`config.mk`:
```
export PLATFORM = sky130hd
export DESIGN_NAME = bsg_link_sdr_traffic_node
export DESIGN_NICKNAME = d
export VERILOG_FILES = /design/src/rtl/bsg_link_sdr_traffic_node.sv
export SDC_FILE = /design/constraint.sdc
export NUM_CORES = 1
export LEC_CHECK = 0
export BUFFER_PORTS_ARGS = -buffer_cell sky130_fd_sc_hd__buf_4
export CELL_PAD_IN_SITES_DETAIL_PLACEMENT = 1
export CELL_PAD_IN_SITES_GLOBAL_PLACEMENT = 1
export CORE_MARGIN = 2
export CORE_UTILIZATION = 43
export DETAILED_ROUTE_END_ITERATION = 7
export MAX_ROUTING_LAYER = met4
export PLACE_DENSITY = 0.92
export SLEW_MARGIN = 25
export SYNTH_ARGS = -nofsm -noshare
export SYNTH_HDL_FRONTEND = slang
export SYNTH_SLANG_ARGS = --single-unit
```
`constraint.sdc`:
```
create_clock -name clk_i -period 3.2 [get_ports clk_i]
set_clock_uncertainty 0.2 [all_clocks]
set_input_delay 0.16 -clock clk_i [delete_from_list [all_inputs] [get_ports clk_i]]
set_output_delay 0.16 -clock clk_i [all_outputs]
set_load 0.02 [all_outputs]
```
`src/rtl/bsg_link_sdr_traffic_node.sv`:
```
// Traffic generator and checker for SDR link channels: emits a deterministic
// counter or walking-one pattern on valid/yumi and checks it on valid/ready.
module bsg_link_sdr_traffic_node #(
  parameter int unsigned num_channels_p   = 8,
  parameter int unsigned channel_width_p  = 4,
  parameter int unsigned count_width_p    = 32,
  localparam int unsigned width_lp        = num_channels_p * channel_width_p,
  localparam int unsigned chan_id_width_lp =
    (num_channels_p > 1) ? $clog2(num_channels_p) : 1
) (
  input  logic                        clk_i,
  input  logic                        reset_n_i,
  input  logic                        clear_i,
  input  logic                        en_i,
  input  logic                        mode_i,
  input  logic [count_width_p-1:0]    limit_i,
  output logic                        v_o,
  output logic [width_lp-1:0]         data_o,
  input  logic                        yumi_i,
  input  logic                        v_i,
  input  logic [width_lp-1:0]         data_i,
  output logic                        ready_o,
  output logic [count_width_p-1:0]    sent_o,
  output logic [count_width_p-1:0]    received_o,
  output logic                        error_o,
  output logic [chan_id_width_lp-1:0] error_chan_o,
  output logic                        done_o
);

  typedef enum logic [1:0] {
    GEN_IDLE,
    GEN_RUN,
    GEN_DONE
  } gen_state_e;

  gen_state_e                  gen_state_q, gen_state_d;
  logic [width_lp-1:0]         gen_word_q, gen_word_d;
  logic [width_lp-1:0]         chk_word_q, chk_word_d;
  logic [count_width_p-1:0]    sent_q, sent_d;
  logic [count_width_p-1:0]    received_q, received_d;
  logic                        mode_q, mode_d;
  logic                        ready_q, ready_d;
  logic                        error_q, error_d;
  logic [chan_id_width_lp-1:0] error_chan_q, error_chan_d;

  logic                        limit_hit;
  logic                        chk_fire;
  logic                        bad;
  logic [chan_id_width_lp-1:0] bad_chan;

  // Beat 0 of either pattern; slices are indexed from channel 0 at the LSBs.
  function automatic logic [width_lp-1:0] seed_word(input logic m);
    logic [width_lp-1:0] w;
    w = '0;
    for (int unsigned c = 0; c < num_channels_p; c++) begin
      if (m)
        w[c*channel_width_p +: channel_width_p] =
          channel_width_p'(1) << (c % channel_width_p);
      else
        w[c*channel_width_p +: channel_width_p] = channel_width_p'(c);
    end
    return w;
  endfunction

  function automatic logic [width_lp-1:0] advance_word(
    input logic m, input logic [width_lp-1:0] w_in);
    logic [width_lp-1:0]        w;
    logic [channel_width_p-1:0] s;
    w = '0;
    for (int unsigned c = 0; c < num_channels_p; c++) begin
      s = w_in[c*channel_width_p +: channel_width_p];
      if (m)
        w[c*channel_width_p +: channel_width_p] =
          {s[channel_width_p-2:0], s[channel_width_p-1]};
      else
        w[c*channel_width_p +: channel_width_p] = s + channel_width_p'(1);
    end
    return w;
  endfunction

  function automatic logic [count_width_p-1:0] sat_inc(
    input logic [count_width_p-1:0] x);
    return (x == '1) ? x : x + count_width_p'(1);
  endfunction

  assign limit_hit = (limit_i != '0) && (sent_q >= limit_i);
  assign chk_fire  = v_i & ready_q;

  // Walk channels high to low so the lowest mismatching index wins.
  always_comb begin
    bad      = 1'b0;
    bad_chan = '0;
    for (int unsigned i = num_channels_p; i > 0; i--) begin
      if (data_i[(i-1)*channel_width_p +: channel_width_p] !=
          chk_word_q[(i-1)*channel_width_p +: channel_width_p]) begin
        bad      = 1'b1;
        bad_chan = chan_id_width_lp'(i - 1);
      end
    end
  end

  always_comb begin
    gen_state_d  = gen_state_q;
    gen_word_d   = gen_word_q;
    chk_word_d   = chk_word_q;
    sent_d       = sent_q;
    received_d   = received_q;
    mode_d       = mode_q;
    ready_d      = 1'b1;
    error_d      = error_q;
    error_chan_d = error_chan_q;

    case (gen_state_q)
      GEN_IDLE: begin
        if (en_i && !limit_hit) gen_state_d = GEN_RUN;
      end
      GEN_RUN: begin
        if (yumi_i) begin
          sent_d     = sat_inc(sent_q);
          gen_word_d = advance_word(mode_q, gen_word_q);
          if ((limit_i != '0) && (sent_d == limit_i))
            gen_state_d = GEN_DONE;
          else if (!en_i)
            gen_state_d = GEN_IDLE;
        end
      end
      GEN_DONE: gen_state_d = GEN_DONE;
      default:  gen_state_d = GEN_IDLE;
    endcase

    if (chk_fire) begin
      received_d = sat_inc(received_q);
      chk_word_d = advance_word(mode_q, chk_word_q);
      if (bad && !error_q) begin
        error_d      = 1'b1;
        error_chan_d = bad_chan;
      end
    end

    if (clear_i) begin
      gen_state_d  = GEN_IDLE;
      mode_d       = mode_i;
      gen_word_d   = seed_word(mode_i);
      chk_word_d   = seed_word(mode_i);
      sent_d       = '0;
      received_d   = '0;
      error_d      = 1'b0;
      error_chan_d = '0;
    end
  end

  always_ff @(posedge clk_i or negedge reset_n_i) begin
    if (!reset_n_i) begin
      gen_state_q  <= GEN_IDLE;
      gen_word_q   <= seed_word(1'b0);
      chk_word_q   <= seed_word(1'b0);
      sent_q       <= '0;
      received_q   <= '0;
      mode_q       <= 1'b0;
      ready_q      <= 1'b0;
      error_q      <= 1'b0;
      error_chan_q <= '0;
    end else begin
      gen_state_q  <= gen_state_d;
      gen_word_q   <= gen_word_d;
      chk_word_q   <= chk_word_d;
      sent_q       <= sent_d;
      received_q   <= received_d;
      mode_q       <= mode_d;
      ready_q      <= ready_d;
      error_q      <= error_d;
      error_chan_q <= error_chan_d;
    end
  end

  assign v_o          = (gen_state_q == GEN_RUN);
  assign done_o       = (gen_state_q == GEN_DONE);
  assign data_o       = gen_word_q;
  assign ready_o      = ready_q;
  assign sent_o       = sent_q;
  assign received_o   = received_q;
  assign error_o      = error_q;
  assign error_chan_o = error_chan_q;

endmodule

```
==> out/results.txt <==
status -> complete, no violations
via count -> 10100
Slew Viols, Final -> 0
Root Driver -> clkbuf_16
CTS Buf Count -> 17
Synth Area in Adders -> 0.0625
antenna-violating nets left -> 0
reg2reg end -> gen_state_q[1]
Total Power -> 4990 uW
Netlist cell types -> 73
CP delay by family, top -> simple AND/OR/NAND/NOR gates
Final GP Congestion -> 0.973
nets@finish -> 1461
Syn Area/Cell -> 8.55 um2
CTS max path bufs -> 2
1st-iter DRT viols -> 695
Initial Util -> 0.440
Post-synth top flop -> dfrtp_1
warning count from the yosys run -> 0
Final setup viols -> 0
number of fillers in the final layout -> 2681
fin crit share -> 0.945
delay of the slowest critical-path stage -> 0.51 ns
CP Data Required Time -> 3.37 ns
Syn Inst Count -> 1171
total die area -> 24500 um2
Worst Path Buf+Inv -> 0
core region area -> 22800 um2
Die Wd -> 157 um
RSZ-0062 raised after global routing -> no
clock sinks -> 136
sequential fraction of the synthesis area -> 0.343
grt ovf -> 0
number of vias per cell -> 6.09
PD cells -> 403 nW/um2
async set-reset flop share out of synthesis -> 1.00
DP HPWL -> 26.3 mm
R2R cell count -> 8
initial antenna violation count -> 0
endpoint class of the critical path -> flop
Peak Freq -> 331 MHz
XOR/XNOR Fraction of Synth Area -> 0.110
post-synthesis simple-gate area fraction -> 0.233
n_diodes -> 0
clk_lat worst skew -> 0.44 ns
vias in the first global route -> 10800
most common cell after layout, fill and taps aside -> buf_4
die height -> 157 um
Cell Area, Synth -> 10000 um2
GRT Resource Usage Total -> 0.315
wire length per cell -> 22.4 um
final wirelength -> 37.2 mm
IO Count -> 174
P_leak -> 0.00561 uW
WS Path Type -> flop to flop
Max IR drop VDD -> 0.310 mV
clock period minus worst slack -> 3.02 ns
combinational family with the most area after synthesis -> simple AND/OR/NAND/NOR gates
post-synthesis compound-gate area fraction -> 0.180
RR Startpoint -> sent_o[19]
Slowest cell on crit path -> and4_1
Worst Setup SP -> sent_o[19]
flops & latches, synth -> 136
worst-path cell chain -> and4_1, nand4_4, nor2_1, o22ai_1, nor4_1, nand4_1, nor4_2, a22o_1
Arrival @ worst endpoint -> 3.19 ns
Pre-Repair DR Iteration Count -> 5
Post-synth EDFFs -> 0
layout cells sized above 1 -> 0.220
DRC -> 0
commonest non-fill, non-tap cells in the layout -> buf_4, nor2_1, dfrtp_1
Worst-path clk slew -> 0.06 ns
number of cells on the critical path -> 8
post-synthesis mux area share -> 0.0250
Fin. Hold Viols -> 0
MaxCap Viol Count -> 0
largest net degree at the start of global routing -> 90
Max-slew headroom -> 0.374
R2R setup slack -> 0.18 ns
Mapped Nets -> 1292
CTS H-tree depth -> 4
TritonCTS clock tree -> done
num rows -> 55
# port buffers -> 173
worst-margin pin slew -> 0.939 ns
Worst Path Max Fanout -> 8
first-pass GRT wire length -> 59.0 mm
Startpoint Class -> flop
setup bufs post-CTS -> 0
area grow syn2layout -> 23.7%
TNS Setup -> 0 ns
end of the critical path -> gen_state_q[1]
Tightest Hold Check Type -> primary input to async pin
## metal layers
metal	track usage	wire length, um
met2	0.524	18500
met3	0.0521	1970
met5	-	0
met4	0.134	1420
met1	0.380	15300
## where the power goes
| part | leakage, uW | switching, uW | internal, uW |
|---|---|---|---|
| Combinational | 0.00354 | 525 | 354 |
| Clock | 0.000297 | 889 | 1250 |
| Sequential | 0.00178 | 143 | 1830 |
| Total | 0.00561 | 1560 | 3430 |
## sequential cells by signal, indices dropped and copies added, names as in the netlist
signal and cells:
error_o 1, mode_q 1, ready_o 1, error_chan_o 3, data_o 32, received_o 32
sent_o 32, gen_state_q 2, chk_word_q 32
## synth_stat cells, drive strengths merged (2+ instances only)
cell | instances | area (um2)
nor2 | 148 | 556
dfrtp | 112 | 2800
o21ai | 92 | 460
nand2 | 78 | 295
xor2 | 70 | 613
a21oi | 60 | 304
xnor2 | 56 | 490
ha | 50 | 626
clkbuf | 44 | 165
nand3 | 43 | 220
nand4 | 39 | 293
inv | 36 | 135
o211ai | 29 | 223
nor4 | 27 | 196
buf | 25 | 161
mux2i | 25 | 250
dfstp | 24 | 631
and4 | 23 | 209
and3 | 20 | 128
nor3 | 19 | 95.1
a31oi | 18 | 113
or3 | 13 | 81.3
a211oi | 12 | 90.1
nand2b | 12 | 75.1
a21o | 10 | 75.1
and2 | 9 | 61.3
a2111o | 7 | 78.8
a221oi | 7 | 61.3
nor2b | 7 | 43.8
o21a | 7 | 52.6
a32oi | 6 | 52.6
o22ai | 6 | 37.5
a311oi | 5 | 50.0
a211o | 4 | 35.0
nand3b | 4 | 30.0
a22oi | 2 | 15.0
nor3b | 2 | 15.0
o2111ai | 2 | 17.5
o41ai | 2 | 17.5
or2 | 2 | 12.5
## worst min-delay path by stage
| stage | startpoint | cells past startpoint | endpoint | slack (ns) |
|---|---|---|---|---|
| CTS | data_i[1] | 5 | error_chan_o[0] | 0.08 |
| detailed placement | reset_n_i | 1 | sent_o[7] | -0.03 |
| floorplan | reset_n_i | 0 | chk_word_q[0] | -0.34 |
| global route | reset_n_i | 2 | sent_o[7] | 0.11 |
| finish | reset_n_i | 2 | sent_o[7] | 0.08 |
| global placement | reset_n_i | 1 | sent_o[7] | -0.03 |
## cell families (layout without fill, tap and decap cells)
| family | after synthesis | in the layout |
|---|---|---|
| DFF | 136 | 136 |
| buffers and inverters | 105 | 287 |
| other | 1 | 1 |
| muxes | 25 | 25 |
| adders and majority gates | 50 | 50 |
| AOI/OAI and AO/OA | 280 | 280 |
| xor gates and xnor gates | 126 | 126 |
| and+or+nand+nor | 448 | 448 |
## cell type report
| type | instances | area, um2 | share of cell area |
|---|---|---|---|
| inverters | 36 | 135 | 0.0109 |
| clock inverters | 14 | 188 | 0.0152 |
| clock buffers | 18 | 429 | 0.0347 |
| repair buffers | 219 | 1680 | 0.136 |
| flip-flops and latches | 136 | 3430 | 0.277 |
| multi-input cells | 930 | 6120 | 0.494 |
| well taps | 313 | 392 | 0.0316 |
## worst register-to-register path, cell delays in order, from the launching register on
cell,delay (ns)
dfrtp_1,0.48
and4_1,0.52
nand4_4,0.24
nor2_1,0.44
o22ai_1,0.18
nor4_1,0.19
nand4_1,0.17
nor4_2,0.37
a22o_1,0.18
## per-stage QoR
step           hold slack [ns]  area [um2]  std cells  setup WS, ns   util
2_1_floorplan           -0.336       10000       1171         0.263      -
3_3_place_gp           -0.0279       11700       1630         0.269  0.515
3_5_place_dp           -0.0283       11700       1630         0.245  0.515
4_1_cts                 0.0802       12400       1666         0.179  0.544
5_1_grt                  0.109       12400       1666        0.0390  0.544
6_report                0.0846       12400       1666         0.176  0.544
## repair_timing
| action | 4_1_cts | 5_1_grt |
|---|---|---|
| resized for setup | 0 | 0 |
| hold buffers | 4 | 0 |
| hold endpoints to repair | 108 | 0 |
No activity file was read; power rests on OpenSTA's default activity.
